===== src/rtl/io_bank_ctrl.sv =====
// io_bank_ctrl: memory-mapped I/O bank holding a keyboard scan-code FIFO
// and a free-running millisecond counter. Read data is combinational so the
// single-cycle load path sees it in the same cycle as the bank select.
module io_bank_ctrl #(
    parameter int FIFO_DEPTH = 8,
    parameter int CLK_PER_MS = 50000
) (
    input  logic        clk,
    input  logic        rst,
    input  logic        en,
    input  logic [3:0]  memWrite,
    input  logic [10:0] addr,
    input  logic [31:0] wdata,
    output logic [31:0] rdata,
    input  logic [7:0]  keyCode,
    input  logic        keyValid,
    output logic        keyIrq
);

    localparam int PTR_W = $clog2(FIFO_DEPTH);
    localparam int CNT_W = PTR_W + 1;
    localparam int PS_W  = $clog2(CLK_PER_MS);

    localparam logic [CNT_W-1:0] CNT_FULL = CNT_W'(FIFO_DEPTH);
    localparam logic [PS_W-1:0]  PS_TERM  = PS_W'(CLK_PER_MS - 1);

    localparam logic [1:0] A_STATUS = 2'd0;
    localparam logic [1:0] A_DATA   = 2'd1;
    localparam logic [1:0] A_MS     = 2'd2;
    localparam logic [1:0] A_CTRL   = 2'd3;

    logic [7:0]       mem_q [FIFO_DEPTH];
    logic [PTR_W-1:0] rd_ptr_q, rd_ptr_d;
    logic [PTR_W-1:0] wr_ptr_q, wr_ptr_d;
    logic [CNT_W-1:0] count_q, count_d;
    logic             ovf_q, ovf_d;
    logic [PS_W-1:0]  presc_q, presc_d;
    logic [31:0]      ms_q, ms_d;

    logic wr_acc, rd_acc;
    logic full, not_empty;
    logic pop, push, flush, ovf_set, ovf_clr, ms_wr, tick;

    // Only the low two address bits decode; the rest mirror the map.
    logic addr_unused;
    assign addr_unused = ^addr[10:2];

    assign keyIrq = not_empty;

    // Access decode and the per-cycle FIFO/timer events derived from it.
    always_comb begin
        wr_acc    = en & (|memWrite);
        rd_acc    = en & ~(|memWrite);
        full      = (count_q == CNT_FULL);
        not_empty = (count_q != '0);
        pop       = rd_acc && (addr[1:0] == A_DATA) && not_empty;
        flush     = wr_acc && (addr[1:0] == A_CTRL) && memWrite[0] && wdata[0];
        ovf_clr   = wr_acc && (addr[1:0] == A_STATUS) && memWrite[0] && wdata[2];
        // A same-cycle pop frees the slot, so a push into a full FIFO still lands.
        push      = keyValid && !flush && (!full || pop);
        ovf_set   = keyValid && !flush && full && !pop;
        ms_wr     = wr_acc && (addr[1:0] == A_MS);
        tick      = (presc_q == PS_TERM);
    end

    // Next-state for FIFO pointers, occupancy and the sticky overflow flag.
    always_comb begin
        // NOTE: every always_comb output gets a default first so no path can infer a latch.
        rd_ptr_d = rd_ptr_q;
        wr_ptr_d = wr_ptr_q;
        count_d  = count_q;
        ovf_d    = ovf_q;
        if (flush) begin
            rd_ptr_d = '0;
            wr_ptr_d = '0;
            count_d  = '0;
            ovf_d    = 1'b0;
        end else begin
            rd_ptr_d = rd_ptr_q + PTR_W'(pop);
            wr_ptr_d = wr_ptr_q + PTR_W'(push);
            count_d  = count_q + CNT_W'(push) - CNT_W'(pop);
            if (ovf_set) begin
                ovf_d = 1'b1;
            end else if (ovf_clr) begin
                ovf_d = 1'b0;
            end
        end
    end

    // Next-state for the prescaler and millisecond counter; a write beats a tick.
    always_comb begin
        presc_d = presc_q;
        ms_d    = ms_q;
        if (ms_wr) begin
            presc_d = '0;
            for (int i = 0; i < 4; i++) begin
                ms_d[8*i +: 8] = memWrite[i] ? wdata[8*i +: 8] : ms_q[8*i +: 8];
            end
        end else if (tick) begin
            presc_d = '0;
            ms_d    = ms_q + 32'd1;
        end else begin
            presc_d = presc_q + PS_W'(1);
        end
    end

    // Control and timer state, with synchronous reset taking priority.
    always_ff @(posedge clk) begin
        // NOTE: sequential state uses non-blocking assignments so all flops update together.
        if (rst) begin
            rd_ptr_q <= '0;
            wr_ptr_q <= '0;
            count_q  <= '0;
            ovf_q    <= 1'b0;
            presc_q  <= '0;
            ms_q     <= '0;
        end else begin
            rd_ptr_q <= rd_ptr_d;
            wr_ptr_q <= wr_ptr_d;
            count_q  <= count_d;
            ovf_q    <= ovf_d;
            presc_q  <= presc_d;
            ms_q     <= ms_d;
        end
    end

    // Scan-code storage; the write is gated by push, which already folds in flush.
    always_ff @(posedge clk) begin
        // NOTE: storage is deliberately not reset; occupancy and pointers define what is valid.
        if (push) begin
            mem_q[wr_ptr_q] <= keyCode;
        end
    end

    // Combinational read mux; an empty KEY_DATA read returns 0.
    always_comb begin
        rdata = 32'd0;
        case (addr[1:0])
            A_STATUS: rdata = {24'd0, 5'(count_q), ovf_q, full, not_empty};
            A_DATA:   rdata = not_empty ? {24'd0, mem_q[rd_ptr_q]} : 32'd0;
            A_MS:     rdata = ms_q;
            default:  rdata = 32'd0;
        endcase
    end

endmodule


===== config.mk =====
export PLATFORM = sky130hd
export DESIGN_NAME = io_bank_ctrl
export DESIGN_NICKNAME = d
export VERILOG_FILES = /design/src/rtl/io_bank_ctrl.sv
export SDC_FILE = /design/constraint.sdc
export NUM_CORES = 1
export LEC_CHECK = 0
export ABC_AREA = 1
export CELL_PAD_IN_SITES_DETAIL_PLACEMENT = 1
export CELL_PAD_IN_SITES_GLOBAL_PLACEMENT = 1
export CORE_MARGIN = 2
export CORE_UTILIZATION = 44
export DETAILED_ROUTE_END_ITERATION = 12
export HOLD_SLACK_MARGIN = 0.03
export PLACE_DENSITY = 0.95
export SETUP_SLACK_MARGIN = 0.02
export SLEW_MARGIN = 20
export SYNTH_ARGS = -nofsm -noshare
export SYNTH_HDL_FRONTEND = slang
export SYNTH_SLANG_ARGS = --single-unit

===== constraint.sdc =====
create_clock -name clk -period 3.5 [get_ports clk]
set_input_delay 1.05 -clock clk [delete_from_list [all_inputs] [get_ports clk]]
set_output_delay 1.05 -clock clk [all_outputs]
set_load 0.1 [all_outputs]

# ---- After elaboration in Yosys (flattened, before gate mapping)
# Memories as Yosys holds them, arrays and structs flattened. A register that Yosys moved wholly into a read port is not among the register bits.
# Index checks and enable logic that the tools add are counted.
# W data, S select, Z words.
dict set report totals {
  output_inout_bits 33
  n_memories 1
  mem_bits_rw 64
  ff_bits 59
}
dict set report op_classes {
  muxes 13
  bitwise_logic 3
  n_reduce_logical 28
  add_sub_neg 6
  n_eq_ne 9
}
# name words width read_ports rd_ports_with_merged_regs wr line_no
set mem_list {}
lappend mem_list {mem_q 8 8 1 1 1 32} ;# logic [7:0] mem_q [FIFO_DEPTH];
# operator n
set op_table {}
lappend op_table {{$pmux W32 S3} 1}
lappend op_table {{$mux W32} 2}
lappend op_table {{$mux W8} 5}
lappend op_table {{$add A32 B1 Y32 const B} 1}
lappend op_table {{$add A16 B1 Y16 const B} 1}
lappend op_table {{$eq A16 B16 Y1 const B} 1}
lappend op_table {{$logic_and A1 B1 Y1} 13}
lappend op_table {{$ne A2 B2 Y1 const B} 4}
lappend op_table {{$reduce_and A2 Y1} 4}
lappend op_table {{$add A3 B1 Y3} 2}
lappend op_table {{$add A4 B1 Y4} 1}
lappend op_table {{$eq A2 B2 Y1 const B} 2}
lappend op_table {{$eq A4 B4 Y1 const B} 1}
lappend op_table {{$mux W1} 4}
lappend op_table {{$reduce_bool A2 Y1} 2}
lappend op_table {{$reduce_bool A4 Y1} 1}
lappend op_table {{$reduce_or A4 Y1} 1}
lappend op_table {{$sub A4 B1 Y4} 1}
lappend op_table {{$logic_not A1 Y1} 3}
lappend op_table {{$mux W3} 1}
lappend op_table {{$reduce_or A3 Y1} 1}
lappend op_table {{$and A1 B1 Y1} 2}
lappend op_table {{$eq A2 B1 Y1 const B} 1}
lappend op_table {{$logic_not A2 Y1} 1}
lappend op_table {{other kinds (3)} 3}

# ---- Logic depth before layout (Yosys ltp)
# Gate-level depths: netlist of run 1.
dict set report logic_depth {
  ltp_word 10
  ltp_mapped 14
}

# ---- Least setup slack after synthesis of run 1
# Ideal clock, no wire load.
dict set report synth_timing {
  kind {input to output}
  startpoint {input port addr[1]}
  endpoint {output port rdata[7]}
  arrival_time_ns 3.592
  path_stages 5
  slack_ns -1.142
  path_cell_list {inv_2 -> nor2_4 -> inv_1 -> clkbuf_1 -> o21ai_0}
}
dict set report synth_via {
  elab_chain_len 2
}
# element line_no
set synth_lines {}
lappend synth_lines {{start: declaration} 12} ;# input logic [10:0] addr,
lappend synth_lines {{$eq A2 B2 Y1 (tied with other cells)} 138} ;# case (addr[1:0])
lappend synth_lines {{$pmux W32 S3 (*)} 138}
lappend synth_lines {{end: declaration} 14} ;# output logic [31:0] rdata,
# Mark *: on every way between the ends. The rest lies on a longest branch, timed or not.

# ---- Worst setup path in the final report of run 1
dict set report layout_timing {
  startpoint {register count_q[3]}
  endpoint {output port rdata[6]}
}
dict set report layout_via {
  elab_chain_len 3
}
# element line_no
set layout_lines {}
lappend layout_lines {{start: declaration} 35} ;# logic [CNT_W-1:0] count_q, count_d;
lappend layout_lines {{start signal: assignment} 120} ;# count_q <= count_d;
lappend layout_lines {{$reduce_bool A4 Y1} 55} ;# not_empty = (count_q != '0);
lappend layout_lines {{$mux W8} 140} ;# A_DATA: rdata = not_empty ? {24'd0, mem_q[rd_ptr_q]} : 32'd0;
lappend layout_lines {{$pmux W32 S3 (*)} 138}
# Marks and branches as above.

==> qor.yml, run 1 <==
status: "finished clean"
p_per_area_nw_per_um2: 506.7
hold_end: "presc_q[0]"
setup_slack_ns: 0.04779
fp-row-count: 45
gp_congestion: 0.8558
placedCellCount: 1158
clockBufferDepth: 2
ir_drop_mv: 0.6436
synth_top_flop_cell: "edfxtp_1"
start_util_pct: 44.39
syn_inst: 883
grt_start_max_net_pins: 33
htreeDepth: 4
final_util_pct: 58.93
rrSetupSlack_ns: 0.80
drt_first_pass_iters: 5
yosys-top-cells-area: "edfxtp_1 (29%), dfxtp_1 (18%), nand2_1 (11%), nor2_1 (9.7%), nand3_1 (5.5%)"
drtAntennaViolNets: 0
path_clk_slew_ns: 0.06
drive_above_1_share_pct: 15.15
wl_met1_mm: 10.05
synth-edff-count: 64
drt-total-wl_mm: 27.21
placed_area_um2: 8198
ys_ff_latch: 123
fin_area_um2: 8859
hold_depth: 1
hold_violations: 0
numClockSinks: 123
root_buffer: "clkbuf_16"
path_class: "reg2out"
cts_buffers: 17
ys_seq_area_share_pct: 46.49
gr-usage-all-layers_pct: 34.51
worst_hold_slack_ns: 0.4544
r2r-end: "count_q[1]"
drv_cap: 0
synth.distinct_cells: 37
crit_arrival_ns: 2.40
fin_setup_tns_ns: 0
skew_ns: 0.01411
slowest_stage: "dfxtp_1"
coreArea_um2: 15030
drt_iter0_drc: 718
layout.nets: 1061
area_growth_pct: 32.73
crit_fanout: 5
grt_antenna_before_repair: 0
start_kind: "flop"
period_minus_slack_ns: 3.452
wl_met2_mm: 13.27
fillerInstances: 1767
power_mw: 4.489
worstMarginPinSlew_ns: 0.4638
max_stage_delay_ns: 0.32
syn-mean-instance-area_um2: 7.558
portBuffers: 82
cts_tree: "built"
die_area_um2: 16170
grt_pass1_wl_mm: 42.46
synth.cell_area_um2: 6674
slew_viol_final: 0
clk_latency_ns: 0.44
ys.warnings.count: 0
cp_cell_sequence: "inv_1 -> ha_1 -> nand3_2 -> inv_1 -> nor2_2 -> buf_6 -> buf_12 -> nand3_1 -> o221ai_1 -> buf_12"
stdcell_count: 1191
worst_ep_required_time_ns: 2.45
viasPerCell: 6.113
vias: 7281
async_flop_share_pct: 0
wl_met3_mm: 2.382
diodes: 0
place_ws_ns: -0.1764
top_layer_used: "met4"
fmax_mhz: 289.7
synth.largest_area_cell: "edfxtp_1"
p_leak_nw: 3.244
synth_top_area_share_pct: 28.80
die_w_um: 127.2
min_path_type: "reg2reg"
rr_startpoint: "count_q[3]"
slew-limit-headroom_pct: 69.01
die_h_um: 127.2
end_kind: "output port"
finalSetupViolCount: 0
synth_fp_nets: 954
ios: 92
r2r_cells: 13
grt_overflow: 0
finalCritPeriodShare_pct: 98.63
dp_hpwl_mm: 17.41
grt_pass1_vias: 7663
rsz0062_at_grt: "no"
route.detailed.drc: 0
min_from: "presc_q[0]"
wl_per_cell_um: 22.85
repair_timing:
| item | in CTS | in global routing |
|---|---|---|
| endpoints found under the hold margin | 0 | 0 |
| hold buffers | 0 | 0 |
| buffers inserted | 0 | 1 |
| endpoints found under the setup margin | 32 | 3 |
| gates resized for setup | 5 | 5 |
| pin swaps | 2 | 2 |
registers in the layout, indices dropped and copies added (netlist names):
signal / cells
count_q: 4
mem_q: 64
ms_q: 32
ovf_q: 1
presc_q: 16
rd_ptr_q: 3
wr_ptr_q: 3
cells by family (layout without fill, tap and decap cells):
| family | Yosys count | count (layout) | share of synthesized area (%) |
|---|---|---|---|
| adder cells (fa/ha/maj) | 12 | 12 | 2.362 |
| buffers and inverters | 115 | 235 | 7.330 |
| flip-flops | 123 | 123 | 46.49 |
| AO/OA/AOI/OAI | 149 | 149 | 12.41 |
| AND/OR/NAND/NOR | 475 | 475 | 30.22 |
| XOR/XNOR | 9 | 9 | 1.181 |
layer usage:
metal / global-route usage, % / vias up
met5: 0 / -
met4: 21.20 / 0
met3: 7.998 / 151
met2: 57.31 / 501
met1: 40.67 / 3496
li1: - / 3133
Yosys cell counts (all sizes together) (2+ instances only):
master,n
a21oi,52
buf,15
clkbuf,15
dfxtp,59
edfxtp,64
ha,11
inv,85
nand2,200
nand3,77
nand4,5
nor2,181
nor3,7
o211ai,15
o21ai,73
o221ai,5
o31ai,2
or2,4
xnor2,4
xor2,5
where the power goes:
group / internal (mW) / leakage (nW) / switching (mW) / total [mW]
clock network: 1.20 / 0.286 / 0.723 / 1.92
logic: 0.309 / 1.90 / 0.627 / 0.936
registers: 1.59 / 1.06 / 0.0404 / 1.63
layout make-up:
cell class	instances	area (um^2)	area share [%]
multi-input combinational	645	3133	35.37
inverter	85	334.1	3.771
sequential	123	3103	35.03
clock inverter	13	192.7	2.175
timing repair buffer	118	1428	16.12
tap	188	235.2	2.655
clock buffer	19	432.9	4.887
worst max-delay path by stage:
stage	slack, ns	end	cells after the start	startpoint
after global routing	0.03	rdata[6]	10	count_q[3]
after floorplan	-0.46	rdata[4]	5	addr[1]
after detailed placement	-0.18	rdata[5]	9	addr[1]
after CTS	0.02	rdata[3]	9	addr[1]
after global placement	-0.13	rdata[2]	9	addr[1]
final	0.05	rdata[6]	10	count_q[3]
layout by cell type, fill, tap and decap left out, types with 4 or more instances in the layout:
master / count
bufinv_16: 4
buf_12: 32
nand3_1: 72
nand2_2: 6
buf_4: 34
nor3_1: 6
edfxtp_1: 64
inv_2: 4
ha_1: 11
a21oi_1: 50
clkinvlp_4: 5
nor2_4: 5
xor2_1: 5
o211ai_1: 15
inv_1: 79
o21ai_1: 4
xnor2_1: 4
o21ai_0: 66
nor2_2: 18
nand2_1: 192
or2_2: 4
clkdlybuf4s50_1: 47
clkbuf_16: 18
nor2_1: 158
dfxtp_1: 59
nand3_2: 4
o221ai_1: 5
nand4_1: 5
worst max-delay path, delay by kind of cell (launching register included):
family | cells | cell delay (ns)
and+or+nand+nor | 3 | 0.31
buffers and inverters | 5 | 0.86
AOI/OAI and AO/OA | 1 | 0.23
DFF | 1 | 0.32
adders and majority gates | 1 | 0.24
Power figures use the tool's default switching activity.
==> run 2: changes to the inputs <==
CORE_MARGIN = 1.5   (was 2)
SLEW_MARGIN = 5   (was 20)
==> run 2 against run 1 <==
Effect of this change: design area rose by 0.28%; clock power fell by 7%; sequential share of layout area fell by 0.056 points; sequential power barely moved.
==> qor.yml, run 2 (synthesis gave the netlist of run 1 again) <==
status: "finished clean"
hold_depth: 1  # unchanged
clk_latency_ns: 0.44  # about the same
skew_ns: 0.01421  # +0.0001030 ns
vias: 7465  # +2.5%
start_kind: "input pin"
final_cell_mix: "nand2_1 (192), nor2_1 (148), inv_1 (79)"
multiInputGateArea_um2: 3171  # +1.2%
grt_pass1_vias: 7798  # +1.8%
final_common_cell: "nand2_1"
die_area_um2: 15920  # -1.6%
grt_overflow: 0  # unchanged
rsz0062_at_grt: "yes"
power_switching_mw: 1.406  # +1.1%
end_kind: "output port"
crit_arrival_ns: 2.44  # +0.04 ns
cts_buffers: 17  # unchanged
path_class: "in2out"
die_w_um: 126.2  # -0.79%
gr-usage-all-layers_pct: 36.58  # +2.1 points
cts_tree: "built"
reg_top3: "mem_q (64), ms_q (32), presc_q (16)"
cp_top_family: "buffers and inverters"
drv_cap: 0  # unchanged
ir_drop_mv: 0.7137  # +11%
p_seq_share_pct: 37.8  # +1.4 points
largest_register_ffs: 64  # unchanged
coreArea_um2: 14700  # -2.2%
crit_buf_inv: 5  # unchanged
top_register: "mem_q"
finalCritPeriodShare_pct: 99.71  # +1.1 points
min_path_type: "reg2reg"
intPower_mw: 2.934  # -5.3%
numClockSinks: 123  # unchanged
htreeDepth: 4  # unchanged
combPwrFrac_pct: 21.2  # +0.3 points
r2r-end: "count_q[1]"
worstMarginPinSlew_ns: 0.5404  # +0.07667 ns
hold_end: "presc_q[0]"
max_stage_delay_ns: 0.41  # +0.09 ns
finalSetupViolCount: 0  # unchanged
p_per_area_nw_per_um2: 488.5  # -3.6%
portBuffers: 82  # unchanged
hold_buffers: 0  # unchanged
wl_per_cell_um: 24.30  # +6.4%
setup_slack_ns: 0.009999  # -0.03780 ns
drt-total-wl_mm: 28.97  # +6.5%
cp_cell_sequence: "dlygate4sd2_1 -> buf_6 -> buf_4 -> nor2_4 -> inv_2 -> o211ai_1 -> buf_12"
fmax_mhz: 286.5  # -1.1%
r2r_cells: 12  # -1
fillerInstances: 1736  # -1.8%
drive_above_1_share_pct: 16.57  # +1.4 points
die_h_um: 126.2  # -0.79%
hold_violations: 0  # unchanged
ff_latch_area_um2: 3107  # +0.12%
layout.nets: 1066  # +0.47%
placedCellCount: 1159  # +0.086%
fp-row-count: 44  # -2.2%
sw_frac_of_total_pct: 32.39  # +1.4 points
min_from: "presc_q[0]"
p_leak_nw: 3.262  # +0.55%
worst_ep_required_time_ns: 2.45  # about the same
rrSetupSlack_ns: 0.69  # -0.11 ns
grt_antenna_before_repair: 0  # unchanged
clockBufferDepth: 2  # unchanged
grt_pass1_wl_mm: 44.15  # +4.0%
fin_area_um2: 8884  # +0.28%
viasPerCell: 6.263  # +2.4%
drtAntennaViolNets: 0  # unchanged
slowest_stage: "o211ai_1"
power_mw: 4.340  # -3.3%
crit_cells: 7  # -3
drt_iter0_drc: 917  # +28%
diodes: 0  # unchanged
period_minus_slack_ns: 3.490  # +0.03780 ns
ios: 92  # unchanged
rr_startpoint: "count_q[1]"
grt_start_max_net_pins: 48  # +45%
worst_hold_slack_ns: 0.4743  # +0.01988 ns
clkPwrFrac_pct: 41.0  # -1.8 points
area_growth_pct: 33.11
slew-limit-headroom_pct: 63.92  # -5.1 points
place_ws_ns: -0.1988  # -0.02246 ns
start_util_pct: 45.40  # +1.0 points
stdcell_count: 1192  # +0.084%
drt_first_pass_iters: 5  # unchanged
crit_fanout: 6  # +1
gp_congestion: 0.9260  # +8.2%
dp_hpwl_mm: 17.35  # -0.35%
slew_viol_final: 0  # unchanged
route.detailed.drc: 0  # unchanged
placed_area_um2: 8243  # +0.55%
root_buffer: "clkbuf_16"
path_clk_slew_ns: 0.05  # about the same
run 2: cell count changes in the layout (fill, tap and decap cells not counted), sizes merged:
cell,before,now
clkbuf,21,18
buf,68,73
bufinv,4,2
dlygate4sd2,1,2
clkinv,2,7
clkinvlp,5,4
run 2: power by group through the flow:
| stage | Sequential, mW | Clock [mW] | Combinational (mW) |
|---|---|---|---|
| floorplan | 1.65 | 0 | 0.509 |
| global placement | 1.65 | 0 | 0.810 |
| detailed placement | 1.66 | 0 | 0.855 |
| CTS | 1.64 | 1.77 | 0.889 |
| global route | 1.64 | 1.82 | 0.959 |
| finish | 1.64 | 1.78 | 0.922 |
run 2: timing repair:
action | CTS | global route
endpoints found under the setup margin | 32 | 3
resized for setup | 16 | 6
setup buffers | 0 | 1
pin swaps | 3 | 2
run 2: stage by stage:
step,setup TNS [ns],util (%)
3_3_place_gp,-1.087,56.08
3_5_place_dp,-2.656,56.08
5_1_grt,-0.004567,60.44
2_1_floorplan,-7.309,-
6_report,0,60.44
4_1_cts,0,60.22
run 2: area by class of cell:
class	instances	area share [%]
flip-flops and latches	123	34.97
well taps	184	2.592
clock buffers	17	4.789
repair buffers	123	16.54
inverters	85	3.761
clock inverters	15	1.662
multi-input cells	645	35.69
run 2: worst max-delay path by stage:
stage / end / slack (ns) / startpoint
floorplan: rdata[4] / -0.46 / addr[1]
global placement: rdata[4] / -0.11 / addr[1]
detailed placement: rdata[5] / -0.20 / addr[1]
global route: rdata[1] / -0.005 / addr[1]
CTS: rdata[5] / 0.03 / addr[1]
finish: rdata[1] / 0.01 / addr[1]
run 2: metal layers:
| layer | up-vias | wire (um) | global-route usage (%) |
|---|---|---|---|
| met4 | 0 | 1862 | 23.66 |
| met5 | - | 0 | 0 |
| met1 | 3590 | 10830 | 42.20 |
| li1 | 3150 | - | - |
| met2 | 558 | 13620 | 61.64 |
| met3 | 167 | 2657 | 7.986 |
